## src/rtl/stim_phase_driver.sv

```systemverilog
// Stimulus H-bridge phase driver: synchronised phase requests, break-before-make dead time, fault latch.
// Optional charge-balance supervision is built when CHARGE_BAL_CHECK_EN is defined.
module stim_phase_driver #(
    parameter int unsigned DEADTIME = 4,
    parameter int unsigned BAL_TOL  = 8,
    parameter int unsigned CNT_W    = 16
) (
    input  logic       clk,
    input  logic       rst,
    input  logic       en,
    input  logic       cat,
    input  logic       ano,
    input  logic       dis,
    input  logic [1:0] ch_sel_u,
    input  logic [1:0] ch_sel_d,
    input  logic [4:0] mag,
    input  logic       fault_clr,
    output logic [3:0] elec_u,
    output logic [3:0] elec_d,
    output logic       cat_on,
    output logic       ano_on,
    output logic       dis_on,
    output logic [4:0] dac_code,
    output logic       fault,
    output logic [1:0] fault_code,
    output logic       busy
);

    typedef enum logic [2:0] {
        S_IDLE, S_ARMED, S_DEAD, S_CAT, S_ANO, S_DISCH, S_FAULT
    } state_t;

    localparam logic [7:0] DEAD_LOAD = 8'(DEADTIME - 1);

    state_t     state_q, state_d, tgt_q, tgt_d;
    logic [3:0] sync1_q, sync1_d, sync2_q, sync2_d, prev_q, prev_d;
    logic [7:0] dead_q, dead_d;
    logic [1:0] chu_q, chu_d, chd_q, chd_d, code_q, code_d;
    logic [4:0] mag_q, mag_d, dac_q, dac_d;
    logic [3:0] elec_u_q, elec_u_d, elec_d_q, elec_d_d;
    logic       cat_on_q, cat_on_d, ano_on_q, ano_on_d, dis_on_q, dis_on_d;
    logic       fault_q, fault_d, busy_q, busy_d;
    logic       en_s, cat_s, ano_s, dis_s;
    logic       en_rise, en_fall, cat_rise, ano_rise, dis_rise;
    logic       tgt_req, bal_bad, active_d;

    // Synchroniser bit order: {dis, ano, cat, en}
    assign en_s     = sync2_q[0];
    assign cat_s    = sync2_q[1];
    assign ano_s    = sync2_q[2];
    assign dis_s    = sync2_q[3];
    assign en_rise  = en_s & ~prev_q[0];
    assign en_fall  = ~en_s & prev_q[0];
    assign cat_rise = cat_s & ~prev_q[1];
    assign ano_rise = ano_s & ~prev_q[2];
    assign dis_rise = dis_s & ~prev_q[3];
    // tgt_q names the pending phase in DEAD and the running phase in CAT/ANO/DISCH
    assign tgt_req  = (tgt_q == S_CAT) ? cat_s : (tgt_q == S_ANO) ? ano_s : dis_s;

`ifdef CHARGE_BAL_CHECK_EN
    logic [CNT_W-1:0] cat_cnt_q, cat_cnt_d, ano_cnt_q, ano_cnt_d, bal_diff;

    always_comb begin
        cat_cnt_d = cat_cnt_q;
        ano_cnt_d = ano_cnt_q;
        if (en_rise) begin
            cat_cnt_d = '0;
            ano_cnt_d = '0;
        end else begin
            if (cat_on_q && cat_cnt_q != '1) cat_cnt_d = cat_cnt_q + CNT_W'(1);
            if (ano_on_q && ano_cnt_q != '1) ano_cnt_d = ano_cnt_q + CNT_W'(1);
        end
        // Compare using counts that include the current drive cycle
        bal_diff = (cat_cnt_d >= ano_cnt_d) ? (cat_cnt_d - ano_cnt_d) : (ano_cnt_d - cat_cnt_d);
        bal_bad  = bal_diff > CNT_W'(BAL_TOL);
    end

    always_ff @(posedge clk or posedge rst) begin
        if (rst) begin
            cat_cnt_q <= '0;
            ano_cnt_q <= '0;
        end else begin
            cat_cnt_q <= cat_cnt_d;
            ano_cnt_q <= ano_cnt_d;
        end
    end
`else
    assign bal_bad = 1'b0;
`endif

    always_comb begin
        sync1_d = {dis, ano, cat, en};
        sync2_d = sync1_q;
        prev_d  = sync2_q;
        state_d = state_q;
        tgt_d   = tgt_q;
        dead_d  = dead_q;
        chu_d   = chu_q;
        chd_d   = chd_q;
        mag_d   = mag_q;
        code_d  = code_q;
        case (state_q)
            S_IDLE: begin
                if (en_rise) begin
                    chu_d = ch_sel_u;
                    chd_d = ch_sel_d;
                    mag_d = mag;
                    if (cat_s && ano_s) begin
                        state_d = S_FAULT;
                        code_d  = 2'b01;
                    end else if (ch_sel_u == ch_sel_d) begin
                        state_d = S_FAULT;
                        code_d  = 2'b10;
                    end else begin
                        state_d = S_ARMED;
                    end
                end
            end
            S_FAULT: begin
                if (fault_clr && !en_s) begin
                    state_d = S_IDLE;
                    code_d  = '0;
                end
            end
            default: begin
                if (cat_s && ano_s) begin
                    state_d = S_FAULT;
                    code_d  = 2'b01;
                end else if (en_fall) begin
                    if (bal_bad) begin
                        state_d = S_FAULT;
                        code_d  = 2'b11;
                    end else begin
                        state_d = S_IDLE;
                    end
                end else begin
                    case (state_q)
                        S_ARMED: begin
                            if (cat_rise)      tgt_d = S_CAT;
                            else if (ano_rise) tgt_d = S_ANO;
                            else if (dis_rise) tgt_d = S_DISCH;
                            if (cat_rise || ano_rise || dis_rise) begin
                                state_d = S_DEAD;
                                dead_d  = DEAD_LOAD;
                            end
                        end
                        S_DEAD: begin
                            if (!tgt_req) begin
                                state_d = S_ARMED;
                            end else if (dead_q == '0) begin
                                if (tgt_q == S_DISCH && bal_bad) begin
                                    state_d = S_FAULT;
                                    code_d  = 2'b11;
                                end else begin
                                    state_d = tgt_q;
                                end
                            end else begin
                                dead_d = dead_q - 8'd1;
                            end
                        end
                        default: begin
                            if (!tgt_req) state_d = S_ARMED;
                        end
                    endcase
                end
            end
        endcase
    end

    // Outputs are registered from the next state so drives never glitch
    always_comb begin
        active_d = state_d inside {S_ARMED, S_DEAD, S_CAT, S_ANO, S_DISCH};
        elec_u_d = active_d ? (4'b0001 << chu_d) : '0;
        elec_d_d = active_d ? (4'b0001 << chd_d) : '0;
        cat_on_d = (state_d == S_CAT);
        ano_on_d = (state_d == S_ANO);
        dis_on_d = (state_d == S_DISCH);
        dac_d    = (cat_on_d || ano_on_d) ? mag_d : '0;
        fault_d  = (state_d == S_FAULT);
        busy_d   = active_d;
    end

    always_ff @(posedge clk or posedge rst) begin
        if (rst) begin
            state_q  <= S_IDLE;
            tgt_q    <= S_IDLE;
            sync1_q  <= '0;
            sync2_q  <= '0;
            prev_q   <= '0;
            dead_q   <= '0;
            chu_q    <= '0;
            chd_q    <= '0;
            mag_q    <= '0;
            code_q   <= '0;
            elec_u_q <= '0;
            elec_d_q <= '0;
            cat_on_q <= 1'b0;
            ano_on_q <= 1'b0;
            dis_on_q <= 1'b0;
            dac_q    <= '0;
            fault_q  <= 1'b0;
            busy_q   <= 1'b0;
        end else begin
            state_q  <= state_d;
            tgt_q    <= tgt_d;
            sync1_q  <= sync1_d;
            sync2_q  <= sync2_d;
            prev_q   <= prev_d;
            dead_q   <= dead_d;
            chu_q    <= chu_d;
            chd_q    <= chd_d;
            mag_q    <= mag_d;
            code_q   <= code_d;
            elec_u_q <= elec_u_d;
            elec_d_q <= elec_d_d;
            cat_on_q <= cat_on_d;
            ano_on_q <= ano_on_d;
            dis_on_q <= dis_on_d;
            dac_q    <= dac_d;
            fault_q  <= fault_d;
            busy_q   <= busy_d;
        end
    end

    assign elec_u     = elec_u_q;
    assign elec_d     = elec_d_q;
    assign cat_on     = cat_on_q;
    assign ano_on     = ano_on_q;
    assign dis_on     = dis_on_q;
    assign dac_code   = dac_q;
    assign fault      = fault_q;
    assign fault_code = code_q;
    assign busy       = busy_q;

endmodule

```

## config.mk

```make
export PLATFORM = sky130hd
export DESIGN_NAME = stim_phase_driver
export DESIGN_NICKNAME = d
export VERILOG_FILES = /design/src/rtl/stim_phase_driver.sv
export SDC_FILE = /design/constraint.sdc
export NUM_CORES = 1
export LEC_CHECK = 0
export CORE_MARGIN = 10
export CORE_UTILIZATION = 48
export CTS_CLUSTER_DIAMETER = 120
export DETAILED_ROUTE_END_ITERATION = 6
export GPL_ROUTABILITY_DRIVEN = 1
export PLACE_DENSITY = 0.72
export SLEW_MARGIN = 20
export SYNTH_ARGS = -nofsm -noshare
export SYNTH_HDL_FRONTEND = slang
export SYNTH_SLANG_ARGS = --single-unit
```

## constraint.sdc

```tcl
create_clock -name clk -period 1.8 [get_ports clk]
set_input_delay 0.27 -clock clk [delete_from_list [all_inputs] [get_ports clk]]
set_output_delay 0.27 -clock clk [all_outputs]
set_load 0.03 [all_outputs]
```

==> results.cfg <==
[sta]
drv_slew = 0
layout_min_cycle_time_ns = 2.095
setup_ws_ns = -0.2946
tightest_slew_ns = 0.3638
slew_headroom_pct = 75.75
rsz0062_at_grt = true
skew_ns = 0.007764
setup-tns-final_ns = -5.071
hold_viol = 0
hold_slack_ns = 0.3217
timing.fmax_mhz = 477.4
setup_viol = 26
period_share_pct = 116.4

[worst_setup_path]
crit_start = dead_q[2]$_DFFE_PP0P_
r2r_cells = 8
cp-start-kind = flip-flop
cp_max_fo = 6
reg2reg_to = dac_code[4]$_DFF_PP0_
regToRegSetupSlack_ns = -0.29
worstPathRequired_ns = 2.01
worstReg2RegStart = dead_q[2]$_DFFE_PP0P_
crit_arrival_ns = 2.30
endpoint_kind = flip-flop
criticalPathCategory = reg2reg

[drt]
drt-wirelength-per-cell_um = 15.18
dr.first_iter.drc_count = 79
first_pass_iters = 4
drc = 0
drt-total-wl_mm = 5.709
vias_per_cell = 5.106
vias = 1920
ant_nets = 0

[clock_network]
cts-root-buf = clkbuf_8
worstSkewPairLatency_ns = 0.31
cts_tree = built
cts_buffers = 5
cts.sinks = 55
ctsHtreeMaxLevel = 2
path_clk_slew_ns = 0.10
clock_path_buffers = 2

[pwr]
p_leak_uw = 0.001707
powerDensity_mw_per_mm2 = 1782
ir_drop_mv = 1.242

[layout]
syn2layout_area_growth_pct = 47.52
stdcell_area_mm2 = 0.003566
nets = 326
diodes = 0
layout.cells.non_filler = 376
layout-drive-gt1-share_pct = 34.95
n_fill_cell = 346

[die]
die_w_um = 90.97
die_y_um = 90.97
row_count = 25
start_util_pct = 50.18
die_area_mm2 = 0.008275
pin_count = 36
core_area_mm2 = 0.004817

[global_route]
grt_usage_pct = 14.04
antenna_found_initial = 0
grt_pass1_wl_mm = 9.729
grt_pass1_vias = 2133
grt_overflow_total = 0
grt_start_max_net_pins = 56

[synthesis]
syn_area_mm2 = 0.002417
yosysSeqAreaShare_pct = 56.94
synth_fp_nets = 231
synth_area_leaders = dfrtp_1 (57%), nand2_1 (4.0%), nor2_1 (3.3%)
ys_warn_count = 0
synth_top_area_share_pct = 56.94
synth_ff_type = dfrtp_1
synth_edf_count = 0
yosys.area.top_type = dfrtp_1
syn_inst = 213
syn_area_per_cell_um2 = 11.35
ys_ff_latch = 55
ys_types = 55
ys_async_sr_fraction_pct = 100.0

[placement]
dpl_worst_slack_ns = -0.6724
place_area_mm2 = 0.003233
port_buffers = 35
hpwl_mm = 4.096
dp.cells = 363
gp_congestion = 0.8637

[hold_path]
hold_class = in2async

[status]
outcome = complete, but fails checks
violations = negative setup slack

[flow_run]
maxCapViolCount = 0
[Yosys cell counts, types with 3 or more instances]
cell,number
nand2_1,26
mux2i_1,4
nand3_1,5
a21oi_1,6
dfrtp_1,55
nor4_1,8
xor2_1,9
nor2_1,21
nor2b_1,4
buf_4,4
inv_1,12
o21a_1,6
and2_1,3
a31oi_1,3
[power by group]
group	internal [µW]	leakage (µW)	switching (µW)	total [µW]
clock network	564	0.0000703	409	974
registers	1630	0.000683	268	1900
logic	1720	0.000954	1760	3480
[cell families (layout without fill, tap and decap cells)]
group / count (synthesis) / in the layout / share of synthesized area (%)
adders and majority gates: 2 / 2 / 1.035
AOI/OAI and AO/OA: 36 / 36 / 12.94
DFF: 55 / 55 / 56.94
xor gates and xnor gates: 9 / 9 / 3.261
and+or+nand+nor: 86 / 87 / 19.67
muxes: 5 / 5 / 2.122
buffers and inverters: 20 / 115 / 4.037
[routing by layer]
layer | track usage (%) | routed length, µm | vias up
met5 | 0 | 0 | -
met4 | 4.047 | 83 | 0
met3 | 3.621 | 283 | 9
met2 | 24.64 | 2851 | 43
met1 | 16.48 | 2491 | 929
li1 | - | - | 939
[layout by cell type, fill, tap and decap left out, types with 5 or more instances in the layout]
master,count
buf_4,54
dfrtp_1,52
clkdlybuf4s50_1,31
nand2_1,24
nor2_1,20
inv_1,11
xor2_1,8
o21a_1,6
nor4_2,6
a21oi_1,5
clkbuf_8,5
[flip-flops by register name, summed over array words and instances (netlist names), 2 cells and up]
register    flops
chd_q           2
chu_q           2
dac_code        5
dead_q          8
elec_d          4
elec_u          4
fault_code      2
mag_q           5
prev_d          4
prev_q          4
state_q         3
sync1_q         4
tgt_q           3
[layout make-up]
type / instances / area, µm² / share of cell area, %
repair buffers: 94 / 830.8 / 23.30
multi-input cells: 139 / 1082 / 30.35
clock buffers: 5 / 68.82 / 1.930
clock inverters: 3 / 71.32 / 2.000
well taps: 67 / 83.83 / 2.351
inverters: 13 / 48.80 / 1.368
flip-flops and latches: 55 / 1380 / 38.70
[worst max-delay path by stage]
stage / to / cells after the start
after CTS: dac_code[4]$_DFF_PP0_ / 8
after global routing: dac_code[4]$_DFF_PP0_ / 8
final: dac_code[4]$_DFF_PP0_ / 8
after floorplan: dac_code[4]$_DFF_PP0_ / 8
after detailed placement: elec_d[0]$_DFF_PP0_ / 7
after global placement: dac_code[4]$_DFF_PP0_ / 7
[repair_timing]
item / in CTS / in global routing
cloned: 0 / 1
gates resized for setup: 21 / 17
hold buffers: 0 / 0
setup buffers: 5 / 0
setup endpoints to repair: 29 / 30
pin swaps: 17 / 9
[critical path, cell delays in order (launching register included)]
cell and delay (ns):
dfrtp_1 0.43, nor4_4 0.31, and3_4 0.25, a21bo_1 0.14, a21oi_2 0.07, a311oi_4 0.33
buf_4 0.20, nor3_4 0.06, o211a_1 0.21
[stage by stage]
step | util (%) | power (µW)
after global placement | 67.12 | 4807
final | 74.03 | 6354
after floorplan | - | 3625
after detailed placement | 67.12 | 4902
after CTS | 72.49 | 6198
after global routing | 74.03 | 6746
Power figures use the tool's default switching activity.
